File: src/rtl/fixed_point_divide_seq_if.sv
// Start/busy/done handshake and operand/result bundle for fixed_point_divide_seq.
// The master side issues A/B with start and observes the result; the slave side is the divider.
interface fixed_point_divide_seq_if #(
    parameter int BITSIZE = 16
);
    logic               start;
    logic [BITSIZE-1:0] A;
    logic [BITSIZE-1:0] B;
    logic               busy;
    logic               done;
    logic [BITSIZE-1:0] C;
    logic               div_by_zero;
    logic               overflow;

    modport master (
        output start, A, B,
        input  busy, done, C, div_by_zero, overflow
    );

    modport slave (
        input  start, A, B,
        output busy, done, C, div_by_zero, overflow
    );
endinterface

File: src/rtl/fixed_point_divide_seq.sv
// Sequential sign-magnitude fixed-point divider, C = A / B, Qm.FRAC format.
// The magnitude quotient comes from restoring division, one bit per clock.
// The result saturates to full-scale magnitude on overflow or a zero divisor.
// Optional macro FXD_DIV_ROUND_EN: one extra iteration yields a guard bit and
// the magnitude is rounded half-up instead of truncated (latency grows by one).
module fixed_point_divide_seq #(
    parameter int BITSIZE = 16,
    parameter int FRAC    = 11
) (
    input  logic                     clk,
    input  logic                     rst_n,
    fixed_point_divide_seq_if.slave  bus
);
    // Magnitude width, quotient width before any guard bit.
    localparam int MW = BITSIZE - 1;
    localparam int N  = MW + FRAC;
`ifdef FXD_DIV_ROUND_EN
    // One extra quotient bit below the LSB serves as the rounding guard.
    localparam int QW = N + 1;
`else
    localparam int QW = N;
`endif
    localparam int CW = $clog2(QW + 1);

    typedef enum logic [1:0] {
        IDLE   = 2'd0,
        CALC   = 2'd1,
        FINISH = 2'd2
    } state_t;

    state_t             state_r,      state_n;
    logic               sign_r,       sign_n;
    logic [MW-1:0]      divisor_r,    divisor_n;
    logic               zero_div_r,   zero_div_n;
    logic [BITSIZE-1:0] rem_r,        rem_n;
    // Dividend bits shift out of the top while quotient bits shift in at the bottom.
    logic [QW-1:0]      dq_r,         dq_n;
    logic [CW-1:0]      cnt_r,        cnt_n;
    logic               busy_r,       busy_n;
    logic               done_r,       done_n;
    logic [BITSIZE-1:0] c_r,          c_n;
    logic               dbz_r,        dbz_n;
    logic               ovf_r,        ovf_n;

    logic [BITSIZE-1:0] rem_shift_s;
    logic [BITSIZE:0]   diff_s;
    logic               nonneg_s;

    logic [N-1:0]       int_s;
    logic               guard_s;
    logic [MW:0]        rnd_s;
    logic [MW-1:0]      res_mag_s;
    logic               res_sign_s;
    logic               res_dbz_s;
    logic               res_ovf_s;

    // Trial subtract for one restoring-division step.
    always_comb begin
        rem_shift_s = {rem_r[BITSIZE-2:0], dq_r[QW-1]};
        diff_s      = {1'b0, rem_shift_s} - {2'b00, divisor_r};
        // A bit shifted out of the remainder top means the true value exceeds any divisor.
        nonneg_s    = rem_r[BITSIZE-1] | ~diff_s[BITSIZE];
    end

    // Result formatting for the FINISH edge: rounding, saturation and sign.
    always_comb begin
        int_s = dq_r[QW-1 -: N];
`ifdef FXD_DIV_ROUND_EN
        guard_s = dq_r[0];
`else
        guard_s = 1'b0;
`endif
        rnd_s     = {1'b0, int_s[MW-1:0]} + {{MW{1'b0}}, guard_s};
        res_mag_s = rnd_s[MW-1:0];
        res_dbz_s = 1'b0;
        res_ovf_s = 1'b0;
        if (zero_div_r) begin
            res_mag_s = '1;
            res_dbz_s = 1'b1;
        end else if ((|int_s[N-1:MW]) || rnd_s[MW]) begin
            res_mag_s = '1;
            res_ovf_s = 1'b1;
        end else begin
            res_mag_s = rnd_s[MW-1:0];
        end
        // A zero magnitude never carries a negative sign.
        res_sign_s = sign_r & (|res_mag_s);
    end

    // Next-state and next-register logic of the control FSM.
    always_comb begin
        state_n    = state_r;
        sign_n     = sign_r;
        divisor_n  = divisor_r;
        zero_div_n = zero_div_r;
        rem_n      = rem_r;
        dq_n       = dq_r;
        cnt_n      = cnt_r;
        busy_n     = busy_r;
        done_n     = 1'b0;
        c_n        = c_r;
        dbz_n      = dbz_r;
        ovf_n      = ovf_r;
        case (state_r)
            IDLE: begin
                if (bus.start) begin
                    sign_n     = bus.A[MW] ^ bus.B[MW];
                    divisor_n  = bus.B[MW-1:0];
                    zero_div_n = ~(|bus.B[MW-1:0]);
                    rem_n      = '0;
                    dq_n       = {bus.A[MW-1:0], {(QW-MW){1'b0}}};
                    cnt_n      = CW'(QW);
                    busy_n     = 1'b1;
                    state_n    = CALC;
                end else begin
                    state_n    = IDLE;
                end
            end
            CALC: begin
                rem_n = nonneg_s ? diff_s[BITSIZE-1:0] : rem_shift_s;
                dq_n  = {dq_r[QW-2:0], nonneg_s};
                cnt_n = cnt_r - CW'(1);
                if (cnt_r == CW'(1)) begin
                    state_n = FINISH;
                end else begin
                    state_n = CALC;
                end
            end
            FINISH: begin
                c_n     = {res_sign_s, res_mag_s};
                dbz_n   = res_dbz_s;
                ovf_n   = res_ovf_s;
                done_n  = 1'b1;
                busy_n  = 1'b0;
                state_n = IDLE;
            end
            default: begin
                busy_n  = 1'b0;
                state_n = IDLE;
            end
        endcase
    end

    // State and datapath registers with synchronous active-low reset.
    always_ff @(posedge clk) begin
        if (!rst_n) begin
            state_r    <= IDLE;
            sign_r     <= 1'b0;
            divisor_r  <= '0;
            zero_div_r <= 1'b0;
            rem_r      <= '0;
            dq_r       <= '0;
            cnt_r      <= '0;
            busy_r     <= 1'b0;
            done_r     <= 1'b0;
            c_r        <= '0;
            dbz_r      <= 1'b0;
            ovf_r      <= 1'b0;
        end else begin
            state_r    <= state_n;
            sign_r     <= sign_n;
            divisor_r  <= divisor_n;
            zero_div_r <= zero_div_n;
            rem_r      <= rem_n;
            dq_r       <= dq_n;
            cnt_r      <= cnt_n;
            busy_r     <= busy_n;
            done_r     <= done_n;
            c_r        <= c_n;
            dbz_r      <= dbz_n;
            ovf_r      <= ovf_n;
        end
    end

    assign bus.busy        = busy_r;
    assign bus.done        = done_r;
    assign bus.C           = c_r;
    assign bus.div_by_zero = dbz_r;
    assign bus.overflow    = ovf_r;

endmodule

File: src/flat_wrapper.sv
// flat-port wrapper written by rule: the top's interface ports become plain ports
module fixed_point_divide_seq_flat 
#(
    parameter int BITSIZE = 16,
    parameter int FRAC    = 11
)
  (clk, rst_n, bus_start, bus_A, bus_B, bus_busy, bus_done, bus_C, bus_div_by_zero, bus_overflow);
  fixed_point_divide_seq_if #(.BITSIZE(BITSIZE)) bus_i ();
  input  logic clk;
  input  logic rst_n;
  input wire logic [$bits(bus_i.start)-1:0] bus_start;
  input wire logic [$bits(bus_i.A)-1:0] bus_A;
  input wire logic [$bits(bus_i.B)-1:0] bus_B;
  output wire logic [$bits(bus_i.busy)-1:0] bus_busy;
  output wire logic [$bits(bus_i.done)-1:0] bus_done;
  output wire logic [$bits(bus_i.C)-1:0] bus_C;
  output wire logic [$bits(bus_i.div_by_zero)-1:0] bus_div_by_zero;
  output wire logic [$bits(bus_i.overflow)-1:0] bus_overflow;
  assign bus_i.start = bus_start;
  assign bus_i.A = bus_A;
  assign bus_i.B = bus_B;
  assign bus_busy = bus_i.busy;
  assign bus_done = bus_i.done;
  assign bus_C = bus_i.C;
  assign bus_div_by_zero = bus_i.div_by_zero;
  assign bus_overflow = bus_i.overflow;
  fixed_point_divide_seq #(.BITSIZE(BITSIZE), .FRAC(FRAC)) u_core (.clk(clk), .rst_n(rst_n), .bus(bus_i));
endmodule
File: config.mk
export PLATFORM = sky130hd
export DESIGN_NAME = fixed_point_divide_seq_flat
export DESIGN_NICKNAME = d
export VERILOG_FILES = /design/src/rtl/fixed_point_divide_seq_if.sv /design/src/rtl/fixed_point_divide_seq.sv /design/src/flat_wrapper.sv
export SDC_FILE = /design/constraint.sdc
export NUM_CORES = 1
export LEC_CHECK = 0
export ABC_CLOCK_PERIOD_IN_PS = 2700
export CAP_MARGIN = 20
export CORE_ASPECT_RATIO = 1.25
export CORE_MARGIN = 2
export CORE_UTILIZATION = 44
export DETAILED_ROUTE_END_ITERATION = 16
export PLACE_DENSITY = 0.71
export SLEW_MARGIN = 20
export SYNTH_ARGS = -nofsm -noshare
export SYNTH_HDL_FRONTEND = slang
export SYNTH_SLANG_ARGS = --single-unit
File: constraint.sdc
create_clock -name clk -period 2.7 [get_ports clk]
set_input_delay 0.405 -clock clk [delete_from_list [all_inputs] [get_ports clk]]
set_output_delay 0.405 -clock clk [all_outputs]
set_load 0.02 [all_outputs]
==> results.md <==
* Fin. Hold Viols at 0
* Type of the worst setup path: reg -> reg
* Sw Pwr at ~1800 µW
* First-pass DRT Iterations at 4
* Arr. time, crit path at roughly 2800 ps
* PD cells at roughly 940 mW/mm²
* Switching part of the total at 0.3964
* Endpoint class of the critical path: flop
* Placer Congestion at 0.8273
* P&R area growth vs syn at 22.61%
* Worst Path Required at 2990 ps
* Root Buffer: clkbuf_8
* Clk pwr share at 0.198
* Crit path max-delay family: compound AO/OA/AOI/OAI gates
* PortBufs at 54
* Post-route cell area at between 0.004 and 0.005 mm²
* Worst setup SP type: flop
* DRC at 0
* Setup violators final at 0
* Leak at ~0.0019 µW
* Status: complete, no violations
* Worst Hold Path EP: u_core.divisor_r[12]
* Crit-path max cell delay at about 430 ps
* Avg Inst Size Synth at approximately 8.3 µm²
* Area after DPL at 0.004683 mm²
* CTS Buf Count at 9
* #FFs+latches synth at 86
* FP Rows at 38
* Share of cells above drive strength 1 at 0.07421
* FF-to-FF path depth at 12
* Hold WC Path Type: reg -> reg
* Max FO, Critical Path at 13
* RSZ-0062 raised after global routing: false
* Antenna-violating nets left at 0
* Worst-Margin Slew at 711.0 ps
* Final WL at between 9000 and 10000 µm
* Clock sinks at 86
* Combinational Power Share at 0.471
* Slowest cell on crit path: fa_1
* Ranking of synthesized cells by area: dfxtp_1 (43%), nor2_1 (6.3%), ha_1 (5.3%)
* First-pass GRT wire length at 16120 µm
* Initial antenna violation count at 0
* Setup TNS at 0 ps
* Post-DP HPWL at around 7000 µm
* Clk slew on worst S/H paths at approximately 90 ps
* Starting density of the core at 0.4554
* Final Cycle Share at 0.9204
* Setup bufs post-CTS at 0
* Total number of vias at 3558
* Placeable Area at roughly 0.0087 mm²
* Die Span X at about 89 µm
* Worst r2r dst: u_core.rem_r[13]
* Share of the synthesized area in the top cell type at 0.4322
* Syn. warnings at 0
* Worst r2r src: u_core.dq_r[25]
* CP cell instances: inv_1 -> ha_1 -> inv_1 -> fa_1 -> a211oi_2 -> o21ai_1 -> a31oi_4 -> o21a_2 -> buf_4 -> and2_1 -> a31oi_1 -> o21ai_1
* Final Net Count at between 500 and 600
* Post-Syn Nets at 532
* Die height at about 110 µm
* FMAX at 0.4024 GHz
* N_diodes at 0
* Grt total ovfl at 0
* Hold buffer count at CTS at 0
* Tot GR Track Use at 0.2102
* Die area at ~0.0098 mm²
* Vias in the first global route at 3482
* Pin count of the biggest net entering global routing at 33
* Worst slew margin at 0.5260
* CTS max path bufs at 2
* Avg WL per Cell at between 10 and 15 µm
* Hold path cells at 2
* Vias/cell at around 5.4
* Crit path time final at between 2000 and 2500 ps
* Mapped Area at about 0.004 mm²
* Hold path start: u_core.divisor_r[12]
* Seq pwr share at 0.331
* Synth cell types at between 40 and 50
* Num ports at between 50 and 60
* Worst R2R Setup Slack at 210 ps
* Clock skew at 9.109 ps
* Number of flops mapped to enable cells by yosys at 0
* Synth async-reset ratio at 0
* Cell Int Power at ~2800 µW
* Resized Gates After CTS at 0
* Ys flop type: dfxtp_1
* Max_cap viols at 0
* CTS tree: done
* Synth Instances at 479
* Worst ir drop on vdd at 0.0004247 V
* Clock Latency Late Sink at between 300 and 400 ps
* H-tree Lvls at 3
* Sequential fraction of the synthesis area at 0.4322
* Max Slew Vio Count at 0
* WP buf/inv at 3
* DRT iter0 DRCs at around 250
* Cell taking the most area after synthesis: dfxtp_1
==> cell usage after synthesis, drive strengths merged (2+ instances only) <==
master	n
o211ai	2
o221ai	15
buf	3
inv	21
nand3	6
clkbuf	22
and2	2
dfxtp	86
ha	17
nor4	8
o21ai	35
o21bai	2
a21oi	39
or4	2
mux2i	3
a22o	12
a32oi	7
nand2b	5
nor2	67
nand4	3
xor2	5
a31oi	2
a21o	5
nor3	23
nor2b	4
and3	3
nand2	52
xnor2	9
a211oi	4
==> power by group through the flow <==
| stage | Combinational (µW) | Sequential, µW | Clock (µW) |
|---|---|---|---|
| floorplan | 1710 | 1520 | 0 |
| CTS | 2160 | 1520 | 929 |
| global route | 2410 | 1540 | 984 |
| global placement | 2080 | 1550 | 0 |
| finish | 2160 | 1520 | 909 |
| detailed placement | 2140 | 1550 | 0 |
==> tightest hold or removal path, delay by kind of cell, from the launching register on <==
kind               cells  cell delay [ps]
DFF                    1              320
and+or+nand+nor        1               50
AOI/OAI and AO/OA      1               50
==> layout make-up <==
| class | instances | area [µm²] |
|---|---|---|
| multi-input cells | 346 | 2081 |
| clock buffers | 9 | 123.9 |
| clock inverters | 7 | 72.57 |
| inverters | 22 | 82.58 |
| repair buffers | 69 | 653.1 |
| fillers | 846 | 3864 |
| well taps | 120 | 150.1 |
| flip-flops and latches | 86 | 1722 |
==> state kept, by name, summed over array words and instances, names as in the netlist, 2 cells and up <==
name,cells
u_core.bus.C,16
u_core.cnt_r,5
u_core.divisor_r,15
u_core.dq_r,26
u_core.rem_r,16
u_core.state_r,2
==> metal layers <==
layer / up-vias / part of all wire / track usage / wire (µm)
li1: 1815 / - / - / -
met1: 1661 / 0.43 / 0.2552 / 4034
met2: 69 / 0.51 / 0.3683 / 4817
met3: 13 / 0.039 / 0.03946 / 365
met4: 0 / 0.018 / 0.07249 / 168
met5: - / 0 / 0 / 0
==> layout by cell type, fill, tap and decap left out, drive strengths merged, types with 2 or more instances in the layout <==
cell,count
dfxtp,86
nor2,67
clkdlybuf4s50,54
nand2,52
a21oi,39
o21ai,35
nor3,23
inv,23
ha,17
o221ai,15
buf,15
a22o,12
xnor2,9
clkbuf,9
nor4,8
a32oi,7
nand3,6
xor2,5
nand2b,5
a21o,5
nor2b,4
a211oi,4
and3,3
nand4,3
mux2i,3
clkinv,3
o21bai,2
and2,2
or4,2
clkinvlp,2
o211ai,2
a31oi,2
==> worst max-delay path by stage <==
| stage | slack, ps | cells after the start | from | to |
|---|---|---|---|---|
| final | 210 | 12 | u_core.dq_r[25] | u_core.rem_r[13] |
| after floorplan | 420 | 11 | u_core.dq_r[25] | u_core.rem_r[0] |
| after global routing | 10 | 12 | u_core.dq_r[25] | u_core.rem_r[4] |
| after detailed placement | 120 | 12 | u_core.dq_r[25] | u_core.rem_r[13] |
| after CTS | 110 | 12 | u_core.dq_r[25] | u_core.rem_r[13] |
| after global placement | 220 | 12 | u_core.dq_r[25] | u_core.rem_r[4] |
==> logic make-up after synthesis <==
kind of cell               count (synthesis)  synth area share
AOI/OAI and AO/OA                        134            0.2296
adders and majority gates                 18           0.05842
buffers and inverters                     47           0.04680
DFF                                       86            0.4322
xor gates and xnor gates                  14           0.03078
muxes                                      3          0.007538
and+or+nand+nor                          177            0.1947
==> per-stage QoR <==
step	total power, µW	util	setup slack [ps]	cells	hold slack [ps]
final	4594	0.5584	215.0	659	457.1
after CTS	4608	0.5578	108.4	659	461.3
after global placement	3632	0.5353	216.5	643	436.5
after detailed placement	3696	0.5353	123.0	643	448.7
after global routing	4938	0.5584	13.77	659	477.8
after floorplan	3230	-	418.7	479	429.1
Power figures use the tool's default switching activity.
